## config.mk

```make
export PLATFORM = sky130hd
export DESIGN_NAME = id_ex_pipe_reg
export DESIGN_NICKNAME = d
export VERILOG_FILES = /design/src/rtl/id_ex_pipe_reg.sv
export SDC_FILE = /design/constraint.sdc
export NUM_CORES = 1
export LEC_CHECK = 0
export ABC_CLOCK_PERIOD_IN_PS = 2850
export BUFFER_PORTS_ARGS = -buffer_cell sky130_fd_sc_hd__buf_2
export CAP_MARGIN = 0
export CORE_ASPECT_RATIO = 0.8
export CORE_MARGIN = 2
export CORE_UTILIZATION = 46
export DETAILED_ROUTE_END_ITERATION = 12
export PLACE_DENSITY_LB_ADDON = 0.2
export SYNTH_ARGS = -nofsm -noshare
export SYNTH_HDL_FRONTEND = slang
export SYNTH_SLANG_ARGS = --single-unit
```

## constraint.sdc

```tcl
create_clock -name clk -period 2.85 [get_ports clk]
set_clock_uncertainty 0.1 [all_clocks]
set_input_delay 0.1425 -clock clk [delete_from_list [all_inputs] [get_ports clk]]
set_output_delay 0.1425 -clock clk [all_outputs]
set_load 0.02 [all_outputs]
```

## src/rtl/id_ex_pipe_reg.sv

```systemverilog
// ---------------------------------------------------------------------------
// id_ex_pipe_reg
//
// ID/EX pipeline register for the 16-bit MIPS core. Registers every decoded
// control and data field between decode and execute with one cycle of
// latency, and also owns load-use hazard detection: when the instruction it
// holds is a load whose destination is read by the instruction now in
// decode, it asks IF and IF/ID to hold (hazard_stall) and inserts a bubble
// into execute itself. A saturating counter records every bubble inserted,
// whether by a hazard or by squashing a real instruction on flush.
//
// Valid semantics: validout marks that the stage holds a real instruction.
// There is no ready signal; stall_in is the only backpressure and, when
// high, freezes every output including validout. A bubble is validout = 0
// with all control, data, destination and ALU-op fields zero.
//
// Ports
//   clk, rst             rising-edge clock, asynchronous active-high reset
//   in_valid             decode presents a real instruction
//   stall_in             downstream stall: hold all outputs
//   flush                branch taken: squash the stage to a bubble
//   regwrite .. alusrc   decoded control bits
//   data1, data2, offset register operands and sign-extended immediate
//   regdest1, regdest2   rt and rd fields (rt is also a source operand)
//   rs_addr              rs field, used only for the hazard compare
//   aluop                ALU operation
//   *out                 registered copies of the above
//   validout             stage holds a real instruction
//   hazard_stall         combinational load-use stall request to IF, IF/ID
//   bubble_count         saturating count of inserted bubbles
// ---------------------------------------------------------------------------
module id_ex_pipe_reg #(
    parameter int DATA_W  = 16,
    parameter int REG_W   = 4,
    parameter int ALUOP_W = 3,
    parameter int CNT_W   = 16
) (
    input  logic               clk,
    input  logic               rst,
    input  logic               in_valid,
    input  logic               stall_in,
    input  logic               flush,
    input  logic               regwrite,
    input  logic               memread,
    input  logic               memwrite,
    input  logic               branch,
    input  logic               memtoreg,
    input  logic               regdst,
    input  logic               alusrc,
    input  logic [DATA_W-1:0]  data1,
    input  logic [DATA_W-1:0]  data2,
    input  logic [DATA_W-1:0]  offset,
    input  logic [REG_W-1:0]   regdest1,
    input  logic [REG_W-1:0]   regdest2,
    input  logic [REG_W-1:0]   rs_addr,
    input  logic [ALUOP_W-1:0] aluop,
    output logic               regwriteout,
    output logic               memreadout,
    output logic               memwriteout,
    output logic               branchout,
    output logic               memtoregout,
    output logic               regdstout,
    output logic               alusrcout,
    output logic [DATA_W-1:0]  data1out,
    output logic [DATA_W-1:0]  data2out,
    output logic [DATA_W-1:0]  offsetout,
    output logic [REG_W-1:0]   regdest1out,
    output logic [REG_W-1:0]   regdest2out,
    output logic [ALUOP_W-1:0] aluopout,
    output logic               validout,
    output logic               hazard_stall,
    output logic [CNT_W-1:0]   bubble_count
);

    localparam logic [CNT_W-1:0] CNT_MAX = '1;

    // -----------------------------------------------------------------------
    // Load-use hazard detection
    // -----------------------------------------------------------------------
    // The held instruction writes rd when regdst is set, rt otherwise.
    logic [REG_W-1:0] ld_dst;
    logic             dst_is_zero;
    logic             dst_match;
    logic             hazard;

    always_comb begin
        ld_dst      = regdstout ? regdest2out : regdest1out;
        dst_is_zero = (ld_dst == '0);
        // regdest1 is the rt field, which is also a source operand.
        dst_match   = (ld_dst == rs_addr) || (ld_dst == regdest1);
        // Register 0 is hard-wired to zero, so writing it creates no hazard.
        hazard      = validout && memreadout && in_valid &&
                      !dst_is_zero && dst_match;
    end

    // A flush discards the consumer anyway, and during a downstream stall
    // the load stays put; the hazard is re-examined once the stall lifts.
    assign hazard_stall = hazard && !flush && !stall_in;

    // -----------------------------------------------------------------------
    // Per-edge action, highest priority first: flush, hold, bubble, load
    // -----------------------------------------------------------------------
    logic do_bubble;
    logic do_load;
    logic count_inc;

    always_comb begin
        do_bubble = flush || hazard_stall;
        do_load   = !flush && !stall_in && !hazard_stall;
        // A flush only counts when it squashes a real instruction.
        count_inc = (flush && in_valid) || hazard_stall;
    end

    // -----------------------------------------------------------------------
    // Control bits
    // -----------------------------------------------------------------------
    always_ff @(posedge clk or posedge rst) begin
        if (rst) begin
            regwriteout <= 1'b0;
            memreadout  <= 1'b0;
            memwriteout <= 1'b0;
            branchout   <= 1'b0;
            memtoregout <= 1'b0;
            regdstout   <= 1'b0;
            alusrcout   <= 1'b0;
        end else if (do_bubble) begin
            regwriteout <= 1'b0;
            memreadout  <= 1'b0;
            memwriteout <= 1'b0;
            branchout   <= 1'b0;
            memtoregout <= 1'b0;
            regdstout   <= 1'b0;
            alusrcout   <= 1'b0;
        end else if (do_load) begin
            // A non-instruction must not carry live side effects into EX.
            regwriteout <= regwrite && in_valid;
            memreadout  <= memread  && in_valid;
            memwriteout <= memwrite && in_valid;
            branchout   <= branch   && in_valid;
            memtoregout <= memtoreg && in_valid;
            regdstout   <= regdst   && in_valid;
            alusrcout   <= alusrc   && in_valid;
        end
    end

    // -----------------------------------------------------------------------
    // Data, destination and ALU-op fields (loaded as-is, even when invalid)
    // -----------------------------------------------------------------------
    always_ff @(posedge clk or posedge rst) begin
        if (rst) begin
            data1out    <= '0;
            data2out    <= '0;
            offsetout   <= '0;
            regdest1out <= '0;
            regdest2out <= '0;
            aluopout    <= '0;
        end else if (do_bubble) begin
            data1out    <= '0;
            data2out    <= '0;
            offsetout   <= '0;
            regdest1out <= '0;
            regdest2out <= '0;
            aluopout    <= '0;
        end else if (do_load) begin
            data1out    <= data1;
            data2out    <= data2;
            offsetout   <= offset;
            regdest1out <= regdest1;
            regdest2out <= regdest2;
            aluopout    <= aluop;
        end
    end

    // -----------------------------------------------------------------------
    // Valid bit
    // -----------------------------------------------------------------------
    always_ff @(posedge clk or posedge rst) begin
        if (rst) begin
            validout <= 1'b0;
        end else if (do_bubble) begin
            validout <= 1'b0;
        end else if (do_load) begin
            validout <= in_valid;
        end
    end

    // -----------------------------------------------------------------------
    // Bubble counter, saturating at all-ones
    // -----------------------------------------------------------------------
    always_ff @(posedge clk or posedge rst) begin
        if (rst) begin
            bubble_count <= '0;
        end else if (count_inc && (bubble_count != CNT_MAX)) begin
            bubble_count <= bubble_count + 1'b1;
        end
    end

endmodule

```

### Yosys cells after proc, flatten, opt, wreduce, memory -nomap -nowiden

Index checks and enable logic that the tools add are counted.

| word-level totals | value |
|---|---|
| register bits | 83 |
| bits in latches | 0 |
| RAM bits | 0 |
| memory bits (read-only) | 0 |
| input port bits | 75 |
| output and inout port bits | 84 |
| memories | 0 |

| cells by class | value |
|---|---|
| add/sub/neg operators | 1 |
| multipliers | 0 |
| divide/modulo/power cells | 0 |
| magnitude comparators | 0 |
| equal/unequal tests | 3 |
| shift operators | 0 |
| multiplexer cells | 29 |
| bitwise logic cells | 0 |
| reduce and logical (&&, ||, !) cells | 26 |

Operators with widths:

| kind | count |
|---|---|
| two-way mux 16 bit | 6 |
| two-way mux 4 bit | 5 |
| logical AND 1 bit | 17 |
| adder 16 x 1 -> 16 bit (second input constant) | 1 |
| two-way mux 1 bit | 16 |
| inequality test 16 bit (second input constant) | 1 |
| equality test 4 bit | 2 |
| two-way mux 3 bit | 2 |
| zero test 1 bit | 4 |
| zero test 4 bit | 1 |
| logical OR 1 bit | 3 |
| nonzero test 2 bit | 1 |

### Logic depth before layout (Yosys ltp)

| depth | value |
|---|---|
| depth in word-level cells | 11 |
| mapped depth | 9 |
| mapped depth without buffers | 6 |

### Worst setup path before layout

No wires, ideal clock.

| timing | value |
|---|---|
| path type | flip-flop to flip-flop |
| start | reg regdstout |
| end | reg bubble_count[7] |
| setup time | 0.125 ns |
| arrival time | 2.154 ns |
| required time | 2.625 ns |
| slack | 0.471 ns |
| cell stages (with the launch flop) | 9 |
| period minus slack after synthesis | 2.379 ns |
| cells stage by stage | dfrtp_1 buf_6 mux2i_1 xnor2_1 nor4_2 o21ai_2 buf_4 a211oi_1 mux2_2 |

| between the ends | value |
|---|---|
| cells in the longest elaborated chain, start to end | 9 |

Ends and longest elaborated chain:

| element | RTL line | RTL |
|---|---|---|
| start: declaration | 62 | `output logic regdstout,` |
| start signal: assignment | 141 | `regdstout <= regdst && in_valid;` |
| two-way mux 4 bit * | 87 | `ld_dst = regdstout ? regdest2out : regdest1out;` |
| zero test 4 bit | 88 | `dst_is_zero = (ld_dst == '0);` |
| zero test 1 bit | 93 | `!dst_is_zero && dst_match;` |
| logical AND 1 bit | 92 | `hazard = validout && memreadout && in_valid &&` |
| logical AND 1 bit * | 93 |  |
| logical AND 1 bit * (2 in a row) | 98 | `assign hazard_stall = hazard && !flush && !stall_in;` |
| logical OR 1 bit * | 111 | `count_inc = (flush && in_valid) \|\| hazard_stall;` |
| logical AND 1 bit * | 193 | `end else if (count_inc && (bubble_count != CNT_MAX)) begin` |
| end signal: assignment | 194 | `bubble_count <= bubble_count + 1'b1;` |
| end: declaration | 72 | `output logic [CNT_W-1:0] bubble_count` |

Every way passes the cells marked *; elsewhere a longest branch is shown, timed or not.
A chain may end at the register's enable or synchronous reset.

### Worst setup path after layout

| timing | value |
|---|---|
| start | reg regdstout |
| end | reg bubble_count[1] |

Same word-level chain as after synthesis.

==> reports/results.ini <==
[drt]
postRouteAntennaNets = 0
wl_mm = 9.39
firstDrtPassIters = 4
drt-vias-per-instance = 5.36
wire_per_inst_um = 16.2
drtIter0Drc = 162
drc = 0
num_vias = 3102

[hold_path]
hold_path_class = in2reg

[sta]
fin_hold_ws_ns = 0.0811
fin_tns_setup_ns = 0
tightest_slew_ns = 0.604
setup_viol = 0
slew_headroom = 0.597
fin_ws_ns = 0.229
finalCritPeriodShare = 0.920
rsz0062_at_grt = false
drv_slew = 0
fmax_ghz = 0.382
hold_violations = 0
min_period_ns = 2.62

[yosys]
yosys-top-cells-area = dfrtp_1 61%, a22o_1 15%, xor2_1 2.6%
yosysUniqueCellTypes = 34
synth_area_leader_cell = dfrtp_1
synthFlopType = dfrtp_1
synth_area_per_cell_um2 = 12.9
syn_inst = 266
synth_edf_count = 0
synth_nets = 342
synthArstFlopShare = 1.00
synth_top_area_frac = 0.605
yosysWarnings = 0
ys_ff_latch = 83
yosysSeqAreaShare = 0.605
synth_area_um2 = 3430

[status]
outcome = complete, no violations

[global_route]
grt_antenna_before_repair = 0
grt_usage = 0.232
grt_pass1_vias = 3030
grt_overflow = 0
grt_max_degree = 84
grt_pass1_wl_mm = 14.7

[clock_network]
path_clk_slew_ns = 0.08
htree_levels = 3
cts-root-buf = clkbuf_8
cts_buffers = 9
ctsLongestPathBuffers = 2
cts_tree = done
worstSkewPairLatency_ns = 0.33
cts_setup_buffers = 0
cts_sinks = 83

[critical_path]
crit_required_ns = 2.97
cp.arrival_ns = 2.74
endpoint_kind = flip-flop
crit_fanout = 21
cp-start-kind = flip-flop
criticalPathCategory = reg2reg

[finish]
syn_to_final_growth_pct = 50.4
layout.nets = 562
final_common_cell = buf_2
antennaDiodeCount = 0
final_cell_count_no_fill = 579
drive_gt1_frac = 0.387
mostFrequentLayoutCells = 158 x buf_2, 83 x dfrtp_1, 67 x dlygate4sd3_1, 59 x a22o_1, 12 x nand2_1
utilization = 0.705

[floorplan]
die_h_um = 81.2
fp.dieArea_um2 = 8170
die_w_um = 101
io-pin-count = 159
rows = 28
coreArea_um2 = 7320
initial_core_util = 0.469

[pwr]
power_density_nw_per_um2 = 532
ir_worst_vdd_mv = 0.290
cellLeakagePower_uw = 0.00268

[place]
dp.cells = 498
io_buffers = 158
gp_congestion = 0.815
dp_slack_ns = 0.265
dp_hpwl_mm = 5.72

[job]
cap_violations = 0

[routing by layer]
layer / routed length (um) / vias up / global-route usage
met5: 0 / - / 0
met4: 169 / 0 / 0.0863
met3: 503 / 16 / 0.0611
met2: 4570 / 125 / 0.385
met1: 4150 / 1520 / 0.295
li1: - / 1441 / -
[metrics by stage]
step / total power (uW) / area, um^2
after floorplan: 1680 / 3430
after CTS: 2770 / 5160
after global placement: 1890 / 4310
final: 2740 / 5160
after global routing: 2880 / 5160
after detailed placement: 1900 / 4310
[state kept, by name, summed over array words and instances, names as in the netlist]
| register | count |
|---|---|
| aluopout | 3 |
| alusrcout | 1 |
| branchout | 1 |
| bubble_count | 16 |
| data1out | 16 |
| data2out | 16 |
| memreadout | 1 |
| memtoregout | 1 |
| memwriteout | 1 |
| offsetout | 16 |
| regdest1out | 4 |
| regdest2out | 4 |
| regdstout | 1 |
| regwriteout | 1 |
| validout | 1 |
[cell type report]
class	instances	area, um^2
clock buffer	9	124
sequential	83	2080
inverter	2	8.76
clock inverter	5	56.3
tap	90	113
fill	531	2160
multi-input combinational	160	1260
timing repair buffer	230	1520
[worst max-delay path, cell delays in order, from the launching register on]
cell and delay [ns]:
dfrtp_1 0.57, mux2i_1 0.40, xnor2_1 0.13, nor4_2 0.26, o21ai_2 0.14, buf_4 0.23
a21oi_1 0.30, mux2_2 0.37
[cell families (layout without fill, tap and decap cells)]
kind of cell,count (synthesis),after routing,share of synthesized area
AND/OR/NAND/NOR,46,46,0.0700
XOR/XNOR,18,18,0.0460
multiplexers,9,9,0.0281
buffers and inverters,23,246,0.0325
adder cells (fa/ha/maj),1,1,0.00365
AO/OA/AOI/OAI,86,86,0.214
flip-flops,83,83,0.605
[synthesized netlist by cell type, types with 3 or more instances]
| cell type | instances |
|---|---|
| xor2_1 | 10 |
| clkbuf_1 | 13 |
| mux2i_1 | 4 |
| and3_1 | 3 |
| dfrtp_1 | 83 |
| nor2_1 | 10 |
| a21oi_1 | 4 |
| a22o_1 | 59 |
| mux2_2 | 5 |
| nand3_1 | 11 |
| nand2_1 | 12 |
| a211oi_1 | 7 |
| a32oi_1 | 7 |
| buf_2 | 5 |
| xnor2_1 | 8 |
[final timing paths]
kind,start,end,slack [ns],depth (start not counted)
setup / recovery,regdstout$_DFFE_PP0P_,bubble_count[1]$_DFFE_PP0P_,0.23,7
hold / removal,flush,validout$_DFFE_PP0P_,0.08,2
setup reg to reg,regdstout$_DFFE_PP0P_,bubble_count[1]$_DFFE_PP0P_,0.23,7
hold reg to reg,bubble_count[8]$_DFFE_PP0P_,bubble_count[8]$_DFFE_PP0P_,0.38,1
max in group asynchronous,rst,bubble_count[7]$_DFFE_PP0P_,1.93,4
min in group asynchronous,rst,offsetout[2]$_DFFE_PP0P_,0.33,4
[what timing repair did]
item,CTS,global route
gates resized for setup,0,0
hold buffers,67,0
hold endpoints to repair,149,0
[report_power, final]
| group | total [uW] | internal (uW) | switching, uW |
|---|---|---|---|
| clock | 791 | 394 | 398 |
| sequential | 1360 | 1270 | 92.1 |
| combinational | 589 | 270 | 319 |
| total | 2740 | 1940 | 808 |
Note: power is estimated with default switching activity, not from simulation.
